### config.mk
export PLATFORM = sky130hd
export DESIGN_NAME = sc_spi_tgt
export DESIGN_NICKNAME = d
export VERILOG_FILES = /design/src/rtl/sc_spi_tgt.sv
export SDC_FILE = /design/constraint.sdc
export NUM_CORES = 1
export LEC_CHECK = 0
export BUFFER_PORTS_ARGS = -buffer_cell sky130_fd_sc_hd__buf_2
export CELL_PAD_IN_SITES_DETAIL_PLACEMENT = 1
export CELL_PAD_IN_SITES_GLOBAL_PLACEMENT = 2
export CORE_UTILIZATION = 30
export CTS_CLUSTER_DIAMETER = 200
export CTS_CLUSTER_SIZE = 24
export DETAILED_ROUTE_END_ITERATION = 8
export PLACE_DENSITY = 0.73
export REMOVE_ABC_BUFFERS = 1
export SLEW_MARGIN = 20
export SYNTH_ARGS = -nofsm -noshare
export SYNTH_HDL_FRONTEND = slang
export SYNTH_SLANG_ARGS = --single-unit
### constraint.sdc
create_clock -name SPICLK -period 4.25 [get_ports SPICLK]
set_input_delay 1.275 -clock SPICLK [delete_from_list [all_inputs] [get_ports SPICLK]]
set_output_delay 1.275 -clock SPICLK [all_outputs]
set_load 0.02 [all_outputs]
### src/rtl/sc_spi_tgt.sv
// SPI target engine: oversamples CSB/SCLK/MOSI on SPICLK, shifts MISO from the TX word buffer
// and assembles received words for the RX buffer.
module sc_spi_tgt #(
  parameter int SYNC_STAGES = 2
) (
  input  logic        SPICLK,
  input  logic        SYSRSTB,
  input  logic        CPOL,
  input  logic        CPHA,
  input  logic        BORDER,
  input  logic [31:0] TXDATA,
  output logic [3:0]  TXDPT,
  output logic [31:0] RXDATA,
  output logic        RXVALID,
  output logic [3:0]  RXDPT,
  output logic        FRMACT,
  output logic        FRMDONE,
  output logic [9:0]  FRMBITS,
  output logic        OVERRUN,
  input  logic        CSB,
  input  logic        SCLK,
  input  logic        MOSI,
  output logic        MISO,
  output logic        MISOOE
);

  // state  | meaning
  // IDLE   | waiting for an armed CSB falling edge
  // ACTIVE | frame in progress, SCLK edges sample/shift
  typedef enum logic {IDLE, ACTIVE} state_t;

  state_t state, state_nxt;

  logic [SYNC_STAGES-1:0] csb_sync, sclk_sync, mosi_sync, vld_sync;
  logic        csb_s, sclk_s, mosi_s, csb_q, sclk_q, armed;
  logic        csb_fall, csb_rise, sclk_rise, sclk_fall;
  logic        lead_edge, trail_edge, smp_edge, shf_edge;
  logic        start, stop, do_samp, do_shift;
  logic [9:0]  bc;
  logic [31:0] acc, acc_set;
  logic [4:0]  rx_pos, tx_pos;

  // Wire bit b of a word -> word bit index; byte order from BORDER, MSB first within a byte.
  function automatic logic [4:0] wpos(input logic [4:0] b, input logic border);
    logic [1:0] k;
    k = border ? b[4:3] : ~b[4:3];
    return {k, ~b[2:0]};
  endfunction

  assign csb_s  = csb_sync[SYNC_STAGES-1];
  assign sclk_s = sclk_sync[SYNC_STAGES-1];
  assign mosi_s = mosi_sync[SYNC_STAGES-1];

  // vld_sync marks when the synchronizer outputs carry real pin values, so the reset value
  // of the CSB synchronizer can never arm the engine.
  always_ff @(posedge SPICLK or negedge SYSRSTB) begin
    if (!SYSRSTB) begin
      csb_sync  <= '1;
      sclk_sync <= '0;
      mosi_sync <= '0;
      vld_sync  <= '0;
      csb_q     <= 1'b1;
      sclk_q    <= 1'b0;
      armed     <= 1'b0;
    end else begin
      csb_sync  <= {csb_sync[SYNC_STAGES-2:0], CSB};
      sclk_sync <= {sclk_sync[SYNC_STAGES-2:0], SCLK};
      mosi_sync <= {mosi_sync[SYNC_STAGES-2:0], MOSI};
      vld_sync  <= {vld_sync[SYNC_STAGES-2:0], 1'b1};
      csb_q     <= csb_s;
      sclk_q    <= sclk_s;
      if (vld_sync[SYNC_STAGES-1] && csb_s) armed <= 1'b1;
    end
  end

  assign csb_fall   = !csb_s && csb_q;
  assign csb_rise   = csb_s && !csb_q;
  assign sclk_rise  = sclk_s && !sclk_q;
  assign sclk_fall  = !sclk_s && sclk_q;
  assign lead_edge  = CPOL ? sclk_fall : sclk_rise;
  assign trail_edge = CPOL ? sclk_rise : sclk_fall;
  assign smp_edge   = CPHA ? trail_edge : lead_edge;
  assign shf_edge   = CPHA ? lead_edge : trail_edge;

  always_ff @(posedge SPICLK or negedge SYSRSTB) begin
    if (!SYSRSTB) state <= IDLE;
    else          state <= state_nxt;
  end

  always_comb begin
    state_nxt = state;
    start     = 1'b0;
    stop      = 1'b0;
    case (state)
      IDLE: begin
        if (csb_fall && armed) begin
          state_nxt = ACTIVE;
          start     = 1'b1;
        end
      end
      ACTIVE: begin
        if (csb_rise) begin
          state_nxt = IDLE;
          stop      = 1'b1;
        end
      end
      default: state_nxt = IDLE;
    endcase
  end

  // CSB rising wins over a coincident SCLK edge.
  assign do_samp  = (state == ACTIVE) && !csb_rise && smp_edge;
  assign do_shift = (state == ACTIVE) && !csb_rise && shf_edge;

  assign rx_pos = wpos(bc[4:0], BORDER);
  assign tx_pos = wpos(bc[4:0], BORDER);

  always_comb begin
    acc_set         = acc;
    acc_set[rx_pos] = mosi_s;
  end

  always_ff @(posedge SPICLK or negedge SYSRSTB) begin
    if (!SYSRSTB) begin
      bc      <= '0;
      acc     <= '0;
      RXDATA  <= '0;
      RXVALID <= 1'b0;
      RXDPT   <= '0;
      FRMDONE <= 1'b0;
      FRMBITS <= '0;
      OVERRUN <= 1'b0;
      MISO    <= 1'b0;
    end else begin
      RXVALID <= 1'b0;
      FRMDONE <= 1'b0;
      if (start) begin
        bc      <= '0;
        acc     <= '0;
        OVERRUN <= 1'b0;
        MISO    <= CPHA ? 1'b0 : TXDATA[wpos(5'd0, BORDER)];
      end else if (stop) begin
        FRMDONE <= 1'b1;
        FRMBITS <= bc;
        MISO    <= 1'b0;
        bc      <= '0;
        acc     <= '0;
        if (bc[4:0] != 5'd0 && !bc[9]) begin
          RXDATA  <= acc;
          RXDPT   <= bc[8:5];
          RXVALID <= 1'b1;
        end
      end else if (do_samp) begin
        if (bc[9]) begin
          OVERRUN <= 1'b1;
        end else begin
          bc <= bc + 10'd1;
          if (bc[4:0] == 5'd31) begin
            RXDATA  <= acc_set;
            RXDPT   <= bc[8:5];
            RXVALID <= 1'b1;
            acc     <= '0;
          end else begin
            acc <= acc_set;
          end
        end
      end else if (do_shift) begin
        MISO <= bc[9] ? 1'b0 : TXDATA[tx_pos];
      end
    end
  end

  assign TXDPT  = bc[8:5];
  assign FRMACT = (state == ACTIVE);
  assign MISOOE = FRMACT;

endmodule

After elaboration in Yosys (flattened, before gate mapping)

Cells that the tools add are included.

Mux-type cells: 56
Bitwise logic cells: 4
Equality and inequality tests: 6
Add/subtract/negate cells: 1
$lt $le $gt $ge: 3
Reduce and logical (&&, ||, !) cells: 29

Operator list:

| kind                                                                                 | count |
|---|---|
| 32-bit 2-to-1 mux                                                                    | 10 |
| 10-bit 2-to-1 mux                                                                    | 4 |
| 32-bit bitwise mux                                                                   | 1 |
| 1-bit 2-to-1 mux                                                                     | 30 |
| 4-bit 2-to-1 mux                                                                     | 5 |
| 5-bit by 6-bit less-than comparator with 1-bit output (second input constant)        | 2 |
| 1-bit logical AND                                                                    | 11 |
| 10-bit by 1-bit adder with 10-bit output (second input constant)                     | 1 |
| 2-bit nonzero test                                                                   | 4 |
| 1-bit logical NOT                                                                    | 6 |
| 3-bit != test (second input constant)                                                | 2 |
| 2-bit AND reduction                                                                  | 3 |
| 3-bit nonzero test                                                                   | 2 |
| 1-bit binary-select mux with 5-bit select                                            | 1 |
| 1-bit demux with 5-bit select                                                        | 1 |
| 5-bit == test (second input constant)                                                | 1 |
| 5-bit by 1-bit greater-or-equal comparator with 1-bit output (second input constant) | 1 |
| 5-bit AND reduction                                                                  | 1 |
| 5-bit nonzero test                                                                   | 1 |
| 2-bit 2-to-1 mux                                                                     | 2 |
| 2-bit != test (second input constant)                                                | 2 |
| 3-bit inverter                                                                       | 1 |
| 3-bit AND reduction                                                                  | 1 |
| 1-bit binary-select mux with 2-bit select                                            | 1 |
| 4 further kinds                                                                      | 5 |

Output and inout port bits: 56
Register bits after elaboration: 104
Logic and storage cells: 117
Bits of input ports: 40

Depth between registers and ports, before layout

Gate-level depths: netlist (run 1).

Word-level depth: 12
Mapped depth: 9
Depth with buffers taken out: 7

Worst setup path after synthesis (run 1)

No wires, ideal clock.

Path kind: input port to flip-flop
From: in CPOL
To: reg RXDATA[22]
Setup time: 0.125 ns
Required time: 4.125 ns
Slack: 1.389 ns
Data arrival time: 2.737 ns
Path buffers: 1
Stages: 6
Path through: xnor2_2 -> mux2i_2 -> a31oi_1 -> nor2_4 -> buf_4 -> mux2_2

Cells in the longest elaborated chain, start to end: 5
Elaborated cells on any way between the ends: 6
Classes of those cells: mux: 3; reduce/logical: 3

RTL lines:

| what                                     | RTL line | text |
|---|---|---|
| start, declared                          | 8        | `input logic CPOL,` |
| 1-bit 2-to-1 mux (on tied branches)      | 80, 81   |  |
| 1-bit 2-to-1 mux (*)                     | 82       | `assign smp_edge = CPHA ? trail_edge : lead_edge;` |
| 1-bit logical AND (*)                    | 112      | `assign do_samp = (state == ACTIVE) && !csb_rise && smp_edge;` |
| 2-bit nonzero test (no source line) (*)  | -        |  |
| 5-bit AND reduction (no source line) (*) | -        |  |
| end signal, assigned                     | 159      | `RXDATA <= acc_set;` |
| end, declared                            | 13       | `output logic [31:0] RXDATA,` |

Every way passes the cells marked *; elsewhere a longest branch is shown, timed or not.
A chain may end at the register's enable or synchronous reset.

Final worst setup path (run 1)

From: reg bc[0]
To: reg RXDATA[1]

Cells in the longest elaborated chain, start to end: 10
Elaborated cells on any way between the ends: 17
Classes of those cells: order compare: 2; eq/ne: 2; mux: 7; bitwise: 1; reduce/logical: 5

RTL lines:

| what                                                                                                                                                        | RTL line | text |
|---|---|---|
| start, declared                                                                                                                                             | 39       | `logic [9:0] bc;` |
| start signal, assigned                                                                                                                                      | 157      | `bc <= bc + 10'd1;` |
| 3-bit inverter                                                                                                                                              | 47       | `return {k, ~b[2:0]};` |
| 5-bit by 6-bit less-than comparator with 1-bit output (not written as such) or 5-bit by 1-bit greater-or-equal comparator with 1-bit output (tied branches) | 120      | `acc_set[rx_pos] = mosi_s;` |
| 1-bit logical AND (not written as such)                                                                                                                     | 120      |  |
| 1-bit 2-to-1 mux (not written as such)                                                                                                                      | 120      |  |
| 1-bit demux with 5-bit select                                                                                                                               | 120      |  |
| 32-bit bitwise mux                                                                                                                                          | 120      |  |
| 32-bit 2-to-1 mux                                                                                                                                           | 158      | `if (bc[4:0] == 5'd31) begin` |
| 32-bit 2-to-1 mux                                                                                                                                           | 154      | `if (bc[9]) begin` |
| 32-bit 2-to-1 mux                                                                                                                                           | 153      | `end else if (do_samp) begin` |
| 32-bit 2-to-1 mux                                                                                                                                           | 142      | `end else if (stop) begin` |

Several ways; a longest one is shown, not always the timed one. The select of a mux whose other input is x is not followed.

==> flow_metrics.py, run 1 <==
metrics = {
    "status": {
        "status": "finished clean",
    },
    "place": {
        "gp_congestion": 0.761,
        "placed_cells": 801,
        "port_buffers": 95,
        "placed_area_sq_um": 6120,
        "hpwl_mm": 10.1,
        "preCtsSetupSlack_ns": 0.902,
    },
    "finish": {
        "final_common_cell": "dfrtp_1",
        "area_growth_pct": 18.4,
        "n_antenna_cell": 0,
        "postLayoutCoreUtil_pct": 36.2,
        "layout_common_cells": "dfrtp_1, buf_2, nand2_1",
        "fill_cells": 2026,
        "instances_no_fill": 817,
        "layout.nets": 628,
        "fin_area_sq_um": 6480,
        "drive_gt1_share_pct": 35.2,
    },
    "detailed_routing": {
        "drt_first_pass_iters": 4,
        "drtIter0Drc": 149,
        "routed_wl_mm": 14.9,
        "wl_per_cell_microns": 18.3,
        "vias": 4199,
        "vias_per_cell": 5.14,
        "drc": 0,
        "ant_nets": 0,
    },
    "worst_setup_path": {
        "startpoint_type": "register",
        "crit_chain": "ha_1 -> buf_4 -> and3_1 -> ha_1 -> a31oi_1 -> nor2_4 -> buf_12 -> mux2_2",
        "critPathArrivalTime_ns": 3.19,
        "rrSetupSlack_ns": 1.29,
        "max_stage_delay_ns": 0.82,
        "path_max_fanout": 29,
        "crit_top_cell": "ha_1",
        "path_buf_inv": 2,
        "cp_top_family": "flip-flops",
        "crit_required_ns": 4.49,
        "critPathKind": "register to register",
        "worstSetupEndpointType": "register",
        "slowest_stage": "dfrtp_1",
    },
    "timing": {
        "fin_hold_ws_ns": 0.354,
        "setup_tns_ns": 0,
        "slew_headroom_pct": 48.4,
        "slew_viol_final": 0,
        "rsz0062_at_grt": "no",
        "clock_skew_ns": 0.0130,
        "fin_ws_ns": 1.29,
        "hold_viol": 0,
        "period_minus_slack_ns": 2.96,
        "fin_crit_sh_pct": 69.6,
        "fmax_mhz": 338,
        "worstMarginPinSlew_ns": 0.774,
        "setup_viol": 0,
    },
    "cts": {
        "clk_pin_slew_worst_paths_ns": 0.07,
        "cts_tree": "done",
        "htreeDepth": 3,
        "cts_max_path_buffers": 2,
        "ctsResizeCount": 0,
        "cts_inserted_buffers": 9,
        "postCtsHoldBufs": 0,
        "cts_sinks": 104,
        "cts_root_buffer": "clkbuf_16",
        "postCtsSetupRepairBufs": 0,
        "clk_latency_ns": 0.35,
    },
    "die": {
        "coreArea_sq_um": 17900,
        "die_area_sq_um": 18800,
        "pin_count": 96,
        "row_count": 49,
        "die_w_microns": 137,
        "fp.dieH_microns": 137,
        "initial_core_util_pct": 30.5,
    },
    "logic_synthesis": {
        "yosysUniqueCellTypes": 59,
        "syn_avg_cell_area_sq_um": 10.9,
        "ys_warn_count": 0,
        "ys_ff_latch": 104,
        "syn_inst": 504,
        "synthArstFlopShare_pct": 100,
        "yosysSeqAreaShare_pct": 47.7,
        "mappedNetlistArea_sq_um": 5470,
        "synthFlopType": "dfrtp_1",
        "synth_edf_count": 0,
    },
    "global_routing": {
        "grt_pass1_wl_mm": 24.4,
        "antenna_found_initial": 0,
        "overflow": 0,
        "grt_usage_pct": 17.1,
        "grt_pass1_vias": 4478,
        "grt_max_degree": 80,
    },
    "power": {
        "ir_worst_vdd_v": 0.000240,
        "powerDensity_nw_per_um2": 425,
        "total_power_mw": 2.75,
        "p_leak_nw": 3.02,
    },
    "min_path": {
        "holdCritPathClass": "register to register",
    },
    "job": {
        "maxCapViolations": 0,
    },
}
==> sequential cells by signal (all words and copies together), names as in the netlist, 2 cells and up <==
name and flops:
vld_sync 2, acc 32, FRMBITS 10, mosi_sync 2, bc 10, sclk_sync 2
RXDPT 4, RXDATA 32, csb_sync 2
==> layer usage <==
| layer | routed length, microns | share of wire [%] | vias to the layer above | track usage (%) |
|---|---|---|---|---|
| met5 | 0 | 0 | - | 0 |
| met2 | 7510 | 50 | 74 | 29.9 |
| met1 | 6780 | 45 | 2156 | 21.7 |
| met4 | 218 | 1.5 | 0 | 4.46 |
| met3 | 402 | 2.7 | 16 | 2.74 |
| li1 | - | - | 1953 | - |
==> layout make-up <==
cell class                      instances  area, sq um  area share (%)
Multi-Input combinational cell        359         2650            40.9
Sequential cell                       104         2610            40.2
Timing Repair Buffer                  104          562            8.67
Tap cell                              229          287            4.42
Clock buffer                            9          225            3.48
Clock inverter                          7          128            1.97
Inverter                                5         18.8           0.290
==> cell families (layout without fill, tap and decap cells) <==
kind of cell             after synthesis  in the layout  share of synthesized area [%]
buffers and inverters                 41            125                           3.98
multiplexers                          79             79                           18.3
AND/OR/NAND/NOR                      129            129                           11.8
AO/OA/AOI/OAI                        139            139                           16.0
XOR/XNOR                               6              6                           1.10
other                                  1              1                         0.0686
flip-flops                           104            104                           47.7
adder cells (fa/ha/maj)                5              5                           1.14
==> Yosys cell counts, drive strengths merged, types with 2 or more instances <==
cell	instances	share of area (%)
or3b	3	0.57
nor2b	2	0.23
a31oi	4	0.46
nand3b	7	0.96
nand3	5	0.46
dfrtp	101	46
xor2	2	0.32
nand2b	7	0.80
ha	5	1.1
nor4	3	0.34
o21ai	71	6.5
a21boi	7	1.8
mux2i	6	1.2
o21a	2	0.27
xnor2	4	0.78
mux4	6	2.5
inv	4	0.27
buf	19	2.4
mux2	67	15
o31ai	3	0.66
a21oi	41	4.6
clkbuf	17	1.2
and2	7	0.80
nand2	70	4.8
nor2	9	0.75
dfstp	3	1.4
or3	3	0.43
nand4	6	0.69
nor3	2	0.18
a31o	4	0.64
==> power breakdown <==
| group | switching (mW) | internal, mW | total, mW |
|---|---|---|---|
| Clock | 0.399 | 0.583 | 0.982 |
| Combinational | 0.378 | 0.241 | 0.619 |
| Sequential | 0.0759 | 1.08 | 1.15 |
| Total | 0.852 | 1.90 | 2.75 |
==> worst paths after layout <==
path / startpoint / to / depth (start not counted)
max: bc[0] / RXDATA[1] / 8
min: sclk_sync[0] / sclk_sync[1] / 0
max reg2reg: bc[0] / RXDATA[1] / 8
min reg2reg: sclk_sync[0] / sclk_sync[1] / 0
max in group asynchronous: SYSRSTB / RXDATA[30] / 2
min in group asynchronous: SYSRSTB / RXDATA[9] / 1
Power figures use the tool's default switching activity.
==> run 2: changes to the inputs <==
PLACE_DENSITY = 0.76   (was 0.73)
clock period = 2.6 ns   (was 4.25 ns; I/O delays follow)
==> flow_metrics.py, run 2 (same netlist as run 1, synthesis figures left out) <==
metrics = {
    "status": {
        "status": "finished clean",
    },
    "min_path": {
        "holdCritPathClass": "register to register",
    },
    "cts": {
        "postCtsSetupRepairBufs": 0,
        "cts_inserted_buffers": 9,
        "clk_pin_slew_worst_paths_ns": 0.08,
        "cts_root_buffer": "clkbuf_16",
        "cts_sinks": 104,
        "cts_tree": "done",
        "htreeDepth": 3,
        "postCtsHoldBufs": 0,
        "clk_latency_ns": 0.36,
        "ctsResizeCount": 0,
        "cts_max_path_buffers": 2,
    },
    "power": {
        "p_seq_share_pct": 42.3,
        "powerDensity_nw_per_um2": 657,
        "switching_share_pct": 33.3,
        "clockPowerShare_pct": 30.8,
        "p_leak_nw": 3.13,
        "p_sw_mw": 1.45,
        "p_int_mw": 2.91,
        "ir_worst_vdd_v": 0.000339,
        "power_frac_comb_pct": 26.9,
    },
    "worst_setup_path": {
        "slowest_stage": "dfrtp_1",
        "crit_required_ns": 2.85,
        "critPathKind": "register to register",
        "worstSetupEndpointType": "register",
        "startpoint_type": "register",
        "path_max_fanout": 16,
        "crit_chain": "or3b_4 -> a21oi_4 -> nand2_1 -> mux2_1 -> mux2_2",
        "critPathArrivalTime_ns": 2.61,
        "max_stage_delay_ns": 0.75,
    },
    "timing": {
        "rsz0062_at_grt": "no",
        "clock_skew_ns": 0.0111,
        "fin_crit_sh_pct": 90.7,
        "worstMarginPinSlew_ns": 0.634,
        "fin_hold_ws_ns": 0.352,
        "slew_viol_final": 0,
        "slew_headroom_pct": 57.7,
        "period_minus_slack_ns": 2.36,
        "hold_viol": 0,
        "fmax_mhz": 424,
        "setup_viol": 0,
    },
    "place": {
        "hpwl_mm": 10.8,
        "port_buffers": 95,
        "placed_cells": 828,
        "gp_congestion": 0.799,
    },
    "detailed_routing": {
        "drt_first_pass_iters": 4,
        "routed_wl_mm": 15.7,
        "drtIter0Drc": 185,
        "vias_per_cell": 5.06,
        "vias": 4270,
        "ant_nets": 0,
        "drc": 0,
        "wl_per_cell_microns": 18.6,
    },
    "finish": {
        "instances_no_fill": 844,
        "fill_cells": 2015,
        "drive_gt1_share_pct": 38.0,
        "layout_common_cells": "dfrtp_1, buf_2, nand2_1",
        "top_regs": "RXDATA x32, acc x32",
        "area_growth_pct": 21.3,
        "layout.nets": 655,
        "final_common_cell": "dfrtp_1",
        "n_antenna_cell": 0,
    },
    "global_routing": {
        "overflow": 0,
        "grt_pass1_wl_mm": 25.3,
        "grt_pass1_vias": 4756,
        "grt_max_degree": 105,
        "antenna_found_initial": 0,
        "grt_usage_pct": 18.0,
    },
    "die": {
        "pin_count": 96,
        "initial_core_util_pct": 30.5,
        "fp.dieH_microns": 137,
        "die_w_microns": 137,
        "row_count": 49,
        "coreArea_sq_um": 17900,
        "die_area_sq_um": 18800,
    },
    "job": {
        "maxCapViolations": 0,
    },
}
## run 2: cell count changes in the layout (fill, tap and decap cells not counted)
cell | before | now
bufinv_16 | 3 | 0
buf_6 | 1 | 0
clkinvlp_4 | 0 | 1
clkinv_4 | 3 | 2
buf_4 | 8 | 34
inv_6 | 0 | 3
buf_12 | 1 | 3
## run 2: power groups by stage
stage	sequential [mW]	combinational [mW]	clock, mW
4_1_cts	1.85	1.19	1.39
3_5_place_dp	1.88	1.19	0
6_report	1.84	1.17	1.34
5_1_grt	1.86	1.27	1.45
3_3_place_gp	1.87	1.16	0
2_1_floorplan	2.00	0.529	0
## run 2: critical path: cells and delay by family, from the launching register on
kind / cells / cell delay [ns]
AOI/OAI and AO/OA: 1 / 0.28
DFF: 1 / 0.75
muxes: 2 / 0.60
and+or+nand+nor: 2 / 0.61
## run 2: metal layers
| layer | up-vias | part of all wire (%) | global-route usage (%) |
|---|---|---|---|
| li1 | 2005 | - | - |
| met1 | 2160 | 44 | 21.4 |
| met2 | 86 | 51 | 32.1 |
| met3 | 19 | 3.7 | 3.93 |
| met4 | 0 | 1.9 | 5.31 |
| met5 | - | 0 | 0 |
## run 2: cell type report
cell class	count	area, sq um	share of cell area [%]
multi-input combinational	359	2650	40.0
sequential	104	2610	39.3
timing repair buffer	131	786	11.8
tap	229	287	4.32
clock buffer	9	225	3.39
clock inverter	7	62.6	0.943
inverter	5	18.8	0.283
## run 2: path summary, 6_finish.rpt
check	from	end	slack (ns)	depth (start not counted)
max	bc[3]	RXDATA[23]	0.24	5
min in group asynchronous	SYSRSTB	RXVALID	0.49	2
min	vld_sync[0]	vld_sync[1]	0.35	0
max reg2reg	bc[3]	RXDATA[23]	0.24	5
min reg2reg	vld_sync[0]	vld_sync[1]	0.35	0
max in group asynchronous	SYSRSTB	RXDATA[21]	1.68	2
## run 2: metrics by stage
| stage | worst slack, ns | total power [mW] | TNS [ns] | util, % | cell area, sq um |
|---|---|---|---|---|---|
| after global routing | 0.147 | 4.59 | 0 | 37.1 | 6640 |
| final | 0.241 | 4.36 | 0 | 37.1 | 6640 |
| after floorplan | -0.312 | 2.52 | -15.24 | - | 5270 |
| after detailed placement | 0.0262 | 3.06 | 0 | 35.5 | 6350 |
| after global placement | 0.0284 | 3.03 | 0 | 35.5 | 6350 |
| after CTS | 0.253 | 4.43 | 0 | 37.1 | 6640 |
==> run 3: changes to the inputs <==
BUFFER_PORTS_ARGS = not set   (was -buffer_cell sky130_fd_sc_hd__buf_2)
DONT_BUFFER_PORTS = 1   (was not set)
PLACE_DENSITY = 0.69   (was 0.76)
==> flow_metrics.py, run 3 (same netlist as run 1, synthesis figures left out) <==
metrics = {
    "detailed_routing": {
        "wl_per_cell_microns": 20.3,
        "vias_per_cell": 5.21,
        "ant_nets": 0,
        "drt_first_pass_iters": 4,
        "drtIter0Drc": 224,
        "drc": 0,
        "vias": 3887,
        "routed_wl_mm": 15.1,
    },
    "finish": {
        "drive_gt1_share_pct": 26.3,
        "final_common_cell": "dfrtp_1",
        "postLayoutCoreUtil_pct": 34.4,
        "layout_common_cells": "dfrtp_1, nand2_1, o21ai_0",
        "n_antenna_cell": 0,
        "top_regs": "RXDATA x32, acc x32",
        "layout.nets": 557,
        "area_growth_pct": 12.7,
    },
    "worst_setup_path": {
        "path_max_fanout": 19,
        "critPathKind": "register to register",
        "max_stage_delay_ns": 0.62,
        "crit_path_end": "RXDATA[8]",
        "reg2reg_depth": 7,
        "crit_chain": "buf_4 -> and3_1 -> ha_1 -> a31oi_1 -> nor2_4 -> buf_12 -> mux2_2",
        "reg2reg_from": "bc[3]",
        "rrSetupSlack_ns": 0.31,
        "slowest_stage": "dfrtp_1",
        "startpoint_type": "register",
        "startpoint": "bc[3]",
        "critPathArrivalTime_ns": 2.53,
        "rr_endpoint": "RXDATA[8]",
        "crit_required_ns": 2.83,
        "worstSetupEndpointType": "register",
    },
    "die": {
        "coreArea_sq_um": 17900,
        "initial_core_util_pct": 30.5,
        "die_w_microns": 137,
        "die_area_sq_um": 18800,
        "fp.dieH_microns": 137,
        "pin_count": 96,
        "row_count": 49,
    },
    "timing": {
        "rsz0062_at_grt": "no",
        "clock_skew_ns": 0.0120,
        "slew_viol_final": 0,
        "fin_crit_sh_pct": 88.2,
        "slew_headroom_pct": 62.9,
        "hold_viol": 0,
        "worstMarginPinSlew_ns": 0.557,
        "fmax_mhz": 436,
        "setup_viol": 0,
        "setup_tns_ns": 0,
        "period_minus_slack_ns": 2.29,
    },
    "cts": {
        "cts_tree": "done",
        "cts_root_buffer": "clkbuf_16",
        "ctsResizeCount": 0,
        "clk_latency_ns": 0.36,
        "clk_pin_slew_worst_paths_ns": 0.08,
        "cts_sinks": 104,
        "cts_inserted_buffers": 9,
        "htreeDepth": 3,
        "postCtsHoldBufs": 0,
        "postCtsSetupRepairBufs": 0,
        "cts_max_path_buffers": 2,
    },
    "global_routing": {
        "grt_pass1_vias": 4283,
        "grt_usage_pct": 17.2,
        "grt_max_degree": 105,
        "overflow": 0,
        "grt_pass1_wl_mm": 24.1,
        "antenna_found_initial": 0,
    },
    "power": {
        "ir_worst_vdd_v": 0.000384,
        "powerDensity_nw_per_um2": 710,
        "p_leak_nw": 2.67,
    },
    "min_path": {
        "holdCritPathClass": "input port to asynchronous set/reset pin",
    },
    "job": {
        "maxCapViolations": 0,
    },
    "status": {
        "status": "finished clean",
    },
    "place": {
        "hpwl_mm": 10.5,
        "gp_congestion": 0.766,
        "port_buffers": 0,
    },
}
[run 3: layout make-up]
class	count	area (sq um)
clock buffer	9	225
clock inverter	7	100
fill	1980	11700
inverter	5	18.8
multi-input combinational	359	2650
sequential	104	2610
tap	229	287
timing repair buffer	33	273
[run 3: through the flow]
step                      hold WS [ns]  power, mW  instance area [sq um]  std cells  setup slack [ns]
after floorplan                  0.331       2.52                   5270        468            -0.312
after global placement           0.332       2.88                   5840        730             0.238
after detailed placement         0.343       2.91                   5840        730             0.199
after CTS                       0.0909       4.45                   6160        746             0.290
after global routing            0.0904       4.58                   6160        746             0.115
final                            0.108       4.37                   6160        746             0.307
[run 3: power breakdown]
group | switching (mW) | total [mW] | internal [mW] | leakage [nW]
Combinational | 0.518 | 0.905 | 0.387 | 1.10
Sequential | 0.200 | 1.96 | 1.76 | 1.41
Clock | 0.652 | 1.51 | 0.855 | 0.161
[run 3: how the worst min path moves through the flow]
| stage | to | slack, ns | cells after the start |
|---|---|---|---|
| after floorplan | mosi_sync[1] | 0.33 | 0 |
| after global placement | vld_sync[1] | 0.33 | 0 |
| after detailed placement | mosi_sync[1] | 0.34 | 0 |
| after CTS | FRMBITS[1] | 0.09 | 0 |
| after global routing | RXDATA[19] | 0.09 | 0 |
| final | RXDATA[19] | 0.11 | 0 |
[run 3: layer usage]
layer	GRT usage [%]	wire, microns	up-vias
met5	0	0	-
met4	5.31	202	0
met3	4.15	599	14
met2	29.7	7680	63
met1	20.8	6660	2005
li1	-	-	1805
[run 3: critical path: cells and delay by family (launching register included)]
family                     cells  cell delay [ns]
DFF                            1             0.62
muxes                          1             0.36
buffers and inverters          2             0.41
AOI/OAI and AO/OA              1             0.13
adders and majority gates      1             0.22
and+or+nand+nor                2             0.41
